--- src/rtl/instr_fetch_if.sv ---
// Fetch-unit bus: instruction-memory request/response, redirect input and decode handoff.
// The fetch unit is the master; memory, branch unit and decode together form the slave side.
interface instr_fetch_if;
    logic        imem_req_valid;
    logic        imem_req_ready;
    logic [31:0] imem_req_addr;
    logic        imem_rsp_valid;
    logic [31:0] imem_rsp_data;
    logic        redirect_valid;
    logic [31:0] redirect_pc;
    logic        dec_valid;
    logic        dec_ready;
    logic [31:0] dec_instr;
    logic [31:0] dec_pc;
    logic        halted;

    modport master (
        output imem_req_valid, imem_req_addr, dec_valid, dec_instr, dec_pc, halted,
        input  imem_req_ready, imem_rsp_valid, imem_rsp_data, redirect_valid, redirect_pc,
        input  dec_ready
    );

    modport slave (
        input  imem_req_valid, imem_req_addr, dec_valid, dec_instr, dec_pc, halted,
        output imem_req_ready, imem_rsp_valid, imem_rsp_data, redirect_valid, redirect_pc,
        output dec_ready
    );
endinterface

--- src/rtl/instr_fetch.sv ---
// Instruction fetch unit: credit-limited in-order fetch into a small queue,
// with redirect flush, in-flight response dropping and HALT handling.
module instr_fetch #(
    parameter logic [31:0] RESET_PC = 32'h0000_0000,
    parameter int          DEPTH    = 2
) (
    input logic           clk,
    input logic           rst_n,
    instr_fetch_if.master bus
);
    localparam int          AW        = $clog2(DEPTH);
    localparam int          CW        = AW + 1;
    localparam logic [31:0] HALT_WORD = 32'h0001_0073;
    localparam logic [CW:0] CREDIT_MAX = (CW+1)'(DEPTH);
    localparam logic [CW-1:0] ONE     = CW'(1);
    localparam logic [AW-1:0] PTR_ONE = AW'(1);

    typedef enum logic [1:0] {RUN, HALTING, HALTED} state_t;

    state_t state, state_nxt;

    logic [31:0]   fetch_pc;
    logic [31:0]   rsp_pc;
    logic [CW-1:0] outstanding, outstanding_nxt;
    logic [CW-1:0] drop_cnt;
    logic [CW-1:0] q_count;
    logic [AW-1:0] wr_ptr, rd_ptr;
    logic [31:0]   instr_q [DEPTH];
    logic [31:0]   pc_q    [DEPTH];

    logic          fetch_en;
    logic          is_halted;
    logic [CW:0]   credit_used;
    logic          req_fire;
    logic          rsp_drop;
    logic          enq;
    logic          pop;
    logic          halt_enq;
    logic [31:0]   redirect_target;
    logic [CW-1:0] rsp_one;

    // Queued words plus in-flight requests never exceed DEPTH, so every response has a slot.
    assign credit_used     = {1'b0, outstanding} + {1'b0, q_count};
    assign bus.imem_req_valid = rst_n && fetch_en && !bus.redirect_valid && (credit_used < CREDIT_MAX);
    assign bus.imem_req_addr  = fetch_pc;
    assign req_fire        = bus.imem_req_valid && bus.imem_req_ready;

    assign rsp_one         = bus.imem_rsp_valid ? ONE : '0;
    assign rsp_drop        = bus.imem_rsp_valid && (drop_cnt != '0);
    assign enq             = bus.imem_rsp_valid && (drop_cnt == '0) && !bus.redirect_valid
                             && (state == RUN);
    assign halt_enq        = enq && (bus.imem_rsp_data == HALT_WORD);
    assign redirect_target = {bus.redirect_pc[31:2], 2'b00};

    assign bus.dec_valid   = (q_count != '0) && (state != HALTED);
    assign bus.dec_instr   = instr_q[rd_ptr];
    assign bus.dec_pc      = pc_q[rd_ptr];
    assign pop             = bus.dec_valid && bus.dec_ready;
    assign bus.halted      = is_halted;

    always_comb begin
        outstanding_nxt = outstanding;
        if (req_fire && !bus.imem_rsp_valid) begin
            outstanding_nxt = outstanding + ONE;
        end else if (!req_fire && bus.imem_rsp_valid) begin
            outstanding_nxt = outstanding - ONE;
        end
    end

    always_ff @(posedge clk or negedge rst_n) begin
        if (!rst_n) begin
            state <= RUN;
        end else begin
            state <= state_nxt;
        end
    end

    always_comb begin
        state_nxt = state;
        if (bus.redirect_valid) begin
            state_nxt = RUN;
        end else begin
            case (state)
                RUN:     if (halt_enq) state_nxt = HALTING;
                HALTING: if (pop && (bus.dec_instr == HALT_WORD)) state_nxt = HALTED;
                HALTED:  state_nxt = HALTED;
                default: state_nxt = RUN;
            endcase
        end
    end

    always_comb begin
        fetch_en  = 1'b0;
        is_halted = 1'b0;
        case (state)
            RUN:     fetch_en  = 1'b1;
            HALTED:  is_halted = 1'b1;
            default: ;
        endcase
    end

    always_ff @(posedge clk or negedge rst_n) begin
        if (!rst_n) begin
            fetch_pc    <= RESET_PC;
            rsp_pc      <= RESET_PC;
            outstanding <= '0;
            drop_cnt    <= '0;
            q_count     <= '0;
            wr_ptr      <= '0;
            rd_ptr      <= '0;
        end else begin
            outstanding <= outstanding_nxt;
            if (bus.redirect_valid) begin
                // Everything still in flight belongs to the old path; the one arriving now is discarded here.
                fetch_pc <= redirect_target;
                rsp_pc   <= redirect_target;
                drop_cnt <= outstanding - rsp_one;
                q_count  <= '0;
                wr_ptr   <= '0;
                rd_ptr   <= '0;
            end else begin
                if (req_fire) fetch_pc <= fetch_pc + 32'd4;
                if (rsp_drop) begin
                    drop_cnt <= drop_cnt - ONE;
                end else if (halt_enq) begin
                    drop_cnt <= outstanding_nxt;
                end
                if (enq) begin
                    wr_ptr <= wr_ptr + PTR_ONE;
                    rsp_pc <= rsp_pc + 32'd4;
                end
                if (pop) rd_ptr <= rd_ptr + PTR_ONE;
                case ({enq, pop})
                    2'b10:   q_count <= q_count + ONE;
                    2'b01:   q_count <= q_count - ONE;
                    default: q_count <= q_count;
                endcase
            end
        end
    end

    always_ff @(posedge clk) begin
        if (enq) begin
            instr_q[wr_ptr] <= bus.imem_rsp_data;
            pc_q[wr_ptr]    <= rsp_pc;
        end
    end
endmodule

--- src/flat_wrapper.sv ---
// flat-port wrapper written by rule: the top's interface ports become plain ports
module instr_fetch_flat 
#(
    parameter logic [31:0] RESET_PC = 32'h0000_0000,
    parameter int          DEPTH    = 2
)
  (clk, rst_n, bus_imem_req_valid, bus_imem_req_addr, bus_dec_valid, bus_dec_instr, bus_dec_pc, bus_halted, bus_imem_req_ready, bus_imem_rsp_valid, bus_imem_rsp_data, bus_redirect_valid, bus_redirect_pc, bus_dec_ready);
  instr_fetch_if bus_i ();
  input logic clk;
  input logic rst_n;
  output wire logic [$bits(bus_i.imem_req_valid)-1:0] bus_imem_req_valid;
  output wire logic [$bits(bus_i.imem_req_addr)-1:0] bus_imem_req_addr;
  output wire logic [$bits(bus_i.dec_valid)-1:0] bus_dec_valid;
  output wire logic [$bits(bus_i.dec_instr)-1:0] bus_dec_instr;
  output wire logic [$bits(bus_i.dec_pc)-1:0] bus_dec_pc;
  output wire logic [$bits(bus_i.halted)-1:0] bus_halted;
  input wire logic [$bits(bus_i.imem_req_ready)-1:0] bus_imem_req_ready;
  input wire logic [$bits(bus_i.imem_rsp_valid)-1:0] bus_imem_rsp_valid;
  input wire logic [$bits(bus_i.imem_rsp_data)-1:0] bus_imem_rsp_data;
  input wire logic [$bits(bus_i.redirect_valid)-1:0] bus_redirect_valid;
  input wire logic [$bits(bus_i.redirect_pc)-1:0] bus_redirect_pc;
  input wire logic [$bits(bus_i.dec_ready)-1:0] bus_dec_ready;
  assign bus_imem_req_valid = bus_i.imem_req_valid;
  assign bus_imem_req_addr = bus_i.imem_req_addr;
  assign bus_dec_valid = bus_i.dec_valid;
  assign bus_dec_instr = bus_i.dec_instr;
  assign bus_dec_pc = bus_i.dec_pc;
  assign bus_halted = bus_i.halted;
  assign bus_i.imem_req_ready = bus_imem_req_ready;
  assign bus_i.imem_rsp_valid = bus_imem_rsp_valid;
  assign bus_i.imem_rsp_data = bus_imem_rsp_data;
  assign bus_i.redirect_valid = bus_redirect_valid;
  assign bus_i.redirect_pc = bus_redirect_pc;
  assign bus_i.dec_ready = bus_dec_ready;
  instr_fetch #(.RESET_PC(RESET_PC), .DEPTH(DEPTH)) u_core (.clk(clk), .rst_n(rst_n), .bus(bus_i));
endmodule
--- config.mk ---
export PLATFORM = sky130hd
export DESIGN_NAME = instr_fetch_flat
export DESIGN_NICKNAME = d
export VERILOG_FILES = /design/src/rtl/instr_fetch_if.sv /design/src/rtl/instr_fetch.sv /design/src/flat_wrapper.sv
export SDC_FILE = /design/constraint.sdc
export NUM_CORES = 1
export LEC_CHECK = 0
export ABC_AREA = 1
export BUFFER_PORTS_ARGS = -buffer_cell sky130_fd_sc_hd__buf_2
export CAP_MARGIN = 20
export CORE_ASPECT_RATIO = 0.9
export CORE_UTILIZATION = 56
export DETAILED_ROUTE_END_ITERATION = 10
export GPL_ROUTABILITY_DRIVEN = 0
export GPL_TIMING_DRIVEN = 1
export HOLD_SLACK_MARGIN = 0.05
export PLACE_DENSITY = 0.9
export SYNTH_ARGS = -nofsm -noshare
export SYNTH_HDL_FRONTEND = slang
export SYNTH_SLANG_ARGS = --single-unit
--- constraint.sdc ---
create_clock -name clk -period 5.59 [get_ports clk]
set_input_delay 0.559 -clock clk [delete_from_list [all_inputs] [get_ports clk]]
set_output_delay 0.559 -clock clk [all_outputs]
set_load 0.005 [all_outputs]
==> impl_metrics.yaml <==
status:
  outcome: "completed"
layout:
  multi_input_area_um2: 3530
  drive_gt1_share_pct: 16.9
  ff_latch_area_um2: 5480
  nets: 1333
  nFillCells: 1291
  antenna_cells: 0
  syn2layout_area_growth_pct: 16.4
logic_synthesis:
  yosysWarnings: 0
  synth_edf_count: 124
  synth_most_common_cell: "nand2_1"
  async_reset_ff_share_pct: 36.1
  synth.avg_cell_area_um2: 8.75
  synth_area_um2: 9620
  synth_area_leaders: "edfxtp_1 (39%), dfrtp_1 (18%), nand2_1 (16%)"
  synthCells: 1100
  synth_seq_cells: 194
  synth_ff_type: "edfxtp_1"
  synthTopCellsByCount: "nand2_1 (414), edfxtp_1 (124), inv_1 (122), nor2_1 (100), dfrtp_1 (70)"
  synth_cell_type_count: 37
  ys_seq_area_share_pct: 56.9
  synth_area_leader_cell: "edfxtp_1"
  yosysTopAreaCellShare_pct: 38.7
cts:
  cts_hold_buffers: 0
  htreeDepth: 4
  cts_buffer_depth: 2
  clk_pin_slew_ns: 0.07
  clock_latency_ns: 0.44
  cts_tree: "yes"
  cts.sinks: 194
  cts_buffers: 17
  post_cts_buffers: 0
  post_cts_resized: 0
  cts_root_buf: "clkbuf_16"
detailed_routing:
  drtIter0Drc: 896
  drt-wirelength-per-cell_um: 15.7
  post-route-drc-count: 0
  ant_nets: 0
  first_pass_iters: 5
  wirelength_um: 23200
  via_per_inst: 5.43
  via_count: 8029
setup_path:
  r2r_cells: 11
  critPathCapture: "u_core.bus.imem_req_addr[23]"
  rr_startpoint: "u_core.outstanding[0]"
  start_kind: "flop"
  crit_type: "reg -> reg"
  crit_arrival_ns: 3.51
  reg2reg_slack_ns: 2.40
  cp.required_ns: 5.91
  startpoint: "u_core.outstanding[0]"
  cp_max_fo: 16
  r2r_end: "u_core.bus.imem_req_addr[23]"
  crit_path_end_kind: "flop"
timing:
  fin_crit_ns: 3.19
  hold_viol: 0
  clock.fmax_mhz: 314
  slew_violations: 0
  worst_slack_ns: 2.40
  min_period_over_period_pct: 57.1
  skew_ns: 0.00899
  rsz0062_at_grt: "false"
  setup_violations: 0
  tightest_slew_ns: 1.08
  maxSlewHeadroom_pct: 27.8
  hold_slack_ns: 0.316
  finalSetupTns_ns: 0
global_routing:
  grt-ovfl-total: 0
  grt_pass1_wl_um: 36800
  grtUsageTotal_pct: 27.1
  grt_pass1_vias: 7314
  grt_start_max_net_pins: 71
  antenna_found_initial: 0
die:
  core-area_um2: 16800
  rows: 45
  num_io_pins: 169
  die_y_um: 126
  start_util_pct: 57.2
  die-area_um2: 17700
  dieWidth_um: 140
hold_path:
  hold_depth: 1
  hp-class: "in -> reg"
power:
  powerDensity_nw_per_um2: 367
  total_power_uw: 4110
  p_leak_uw: 0.00513
  vdd_drop_max_mv: 0.265
placement:
  dp_slack_ns: 2.42
  numPortBuffers: 162
  dpl.hpwl_um: 16200
flow_run:
  max-cap-violations: 0
==> area by class of cell <==
| cell class | count | share of cell area [%] |
|---|---|---|
| flip-flops and latches | 194 | 48.9 |
| multi-input cells | 751 | 31.6 |
| repair buffers | 166 | 7.51 |
| inverters | 125 | 4.19 |
| clock buffers | 17 | 3.80 |
| well taps | 211 | 2.36 |
| clock inverters | 15 | 1.65 |
==> cell families (layout without fill, tap and decap cells) <==
family	Yosys count	after routing	share of synthesized area [%]
buffers and inverters	158	323	6.63
adders and majority gates	8	8	1.12
DFF	194	194	56.9
other	1	4	0.0390
AOI/OAI and AO/OA	63	63	4.47
xor gates and xnor gates	43	43	3.91
and+or+nand+nor	633	633	26.9
==> per-layer routing <==
| metal | routed length [um] | global-route usage, % |
|---|---|---|
| met5 | 0 | 0 |
| met4 | 538 | 8.99 |
| met3 | 2370 | 5.47 |
| met2 | 10700 | 42.1 |
| met1 | 9630 | 38.5 |
==> critical path: stages (launching register included) <==
cell and delay, ns:
dfrtp_1 0.43, nand2_1 0.09, inv_1 0.05, fa_1 0.43, nor3_1 0.34, nand3_1 0.56
nand2_2 0.51, inv_1 0.34, nand2_1 0.13, nand2_1 0.06, inv_1 0.06, nand2_1 0.05
==> metrics by stage <==
step | instance area (um^2) | util [%] | cells
floorplan | 9630 | - | 1103
global placement | 10600 | 62.9 | 1447
detailed placement | 10600 | 62.9 | 1447
CTS | 11200 | 66.5 | 1479
global route | 11200 | 66.5 | 1479
finish | 11200 | 66.5 | 1479
==> worst min path at each step <==
| stage | slack (ns) | to | startpoint |
|---|---|---|---|
| after floorplan | 0.26 | u_core.bus.imem_req_addr[10] | rst_n |
| after global placement | 0.48 | u_core.state[1] | u_core.state[1] |
| after detailed placement | 0.49 | u_core.state[1] | u_core.state[1] |
| after CTS | 0.30 | u_core.instr_q[1][17] | bus_imem_rsp_data[17] |
| after global routing | 0.31 | u_core.instr_q[1][9] | bus_imem_rsp_data[9] |
| final | 0.32 | u_core.instr_q[1][17] | bus_imem_rsp_data[17] |
==> where the power goes <==
group | switching, uW | internal (uW)
clock network | 614 | 610
registers | 174 | 1700
logic | 636 | 373
==> sequential cells by signal (all words and copies together), names as in the netlist <==
signal	flops
u_core.bus.imem_req_addr	30
u_core.drop_cnt	2
u_core.instr_q	64
u_core.outstanding	2
u_core.pc_q	60
u_core.q_count	2
u_core.rd_ptr	1
u_core.rsp_pc	30
u_core.state	2
u_core.wr_ptr	1
==> placed cells by master, fill, tap and decap left out, drive strengths merged, types with 3 or more instances in the layout <==
cell / n
clkbuf: 17
nand3: 60
buf: 166
nor2: 105
a21oi: 6
o21ai: 17
o211ai: 16
nand4: 15
xnor2: 13
dfrtp: 70
conb: 4
xor2: 30
a21boi: 10
nand2: 416
nor3: 32
inv: 132
o221ai: 10
edfxtp: 124
clkinv: 7
ha: 7
nand3b: 3
Power figures use the tool's default switching activity.
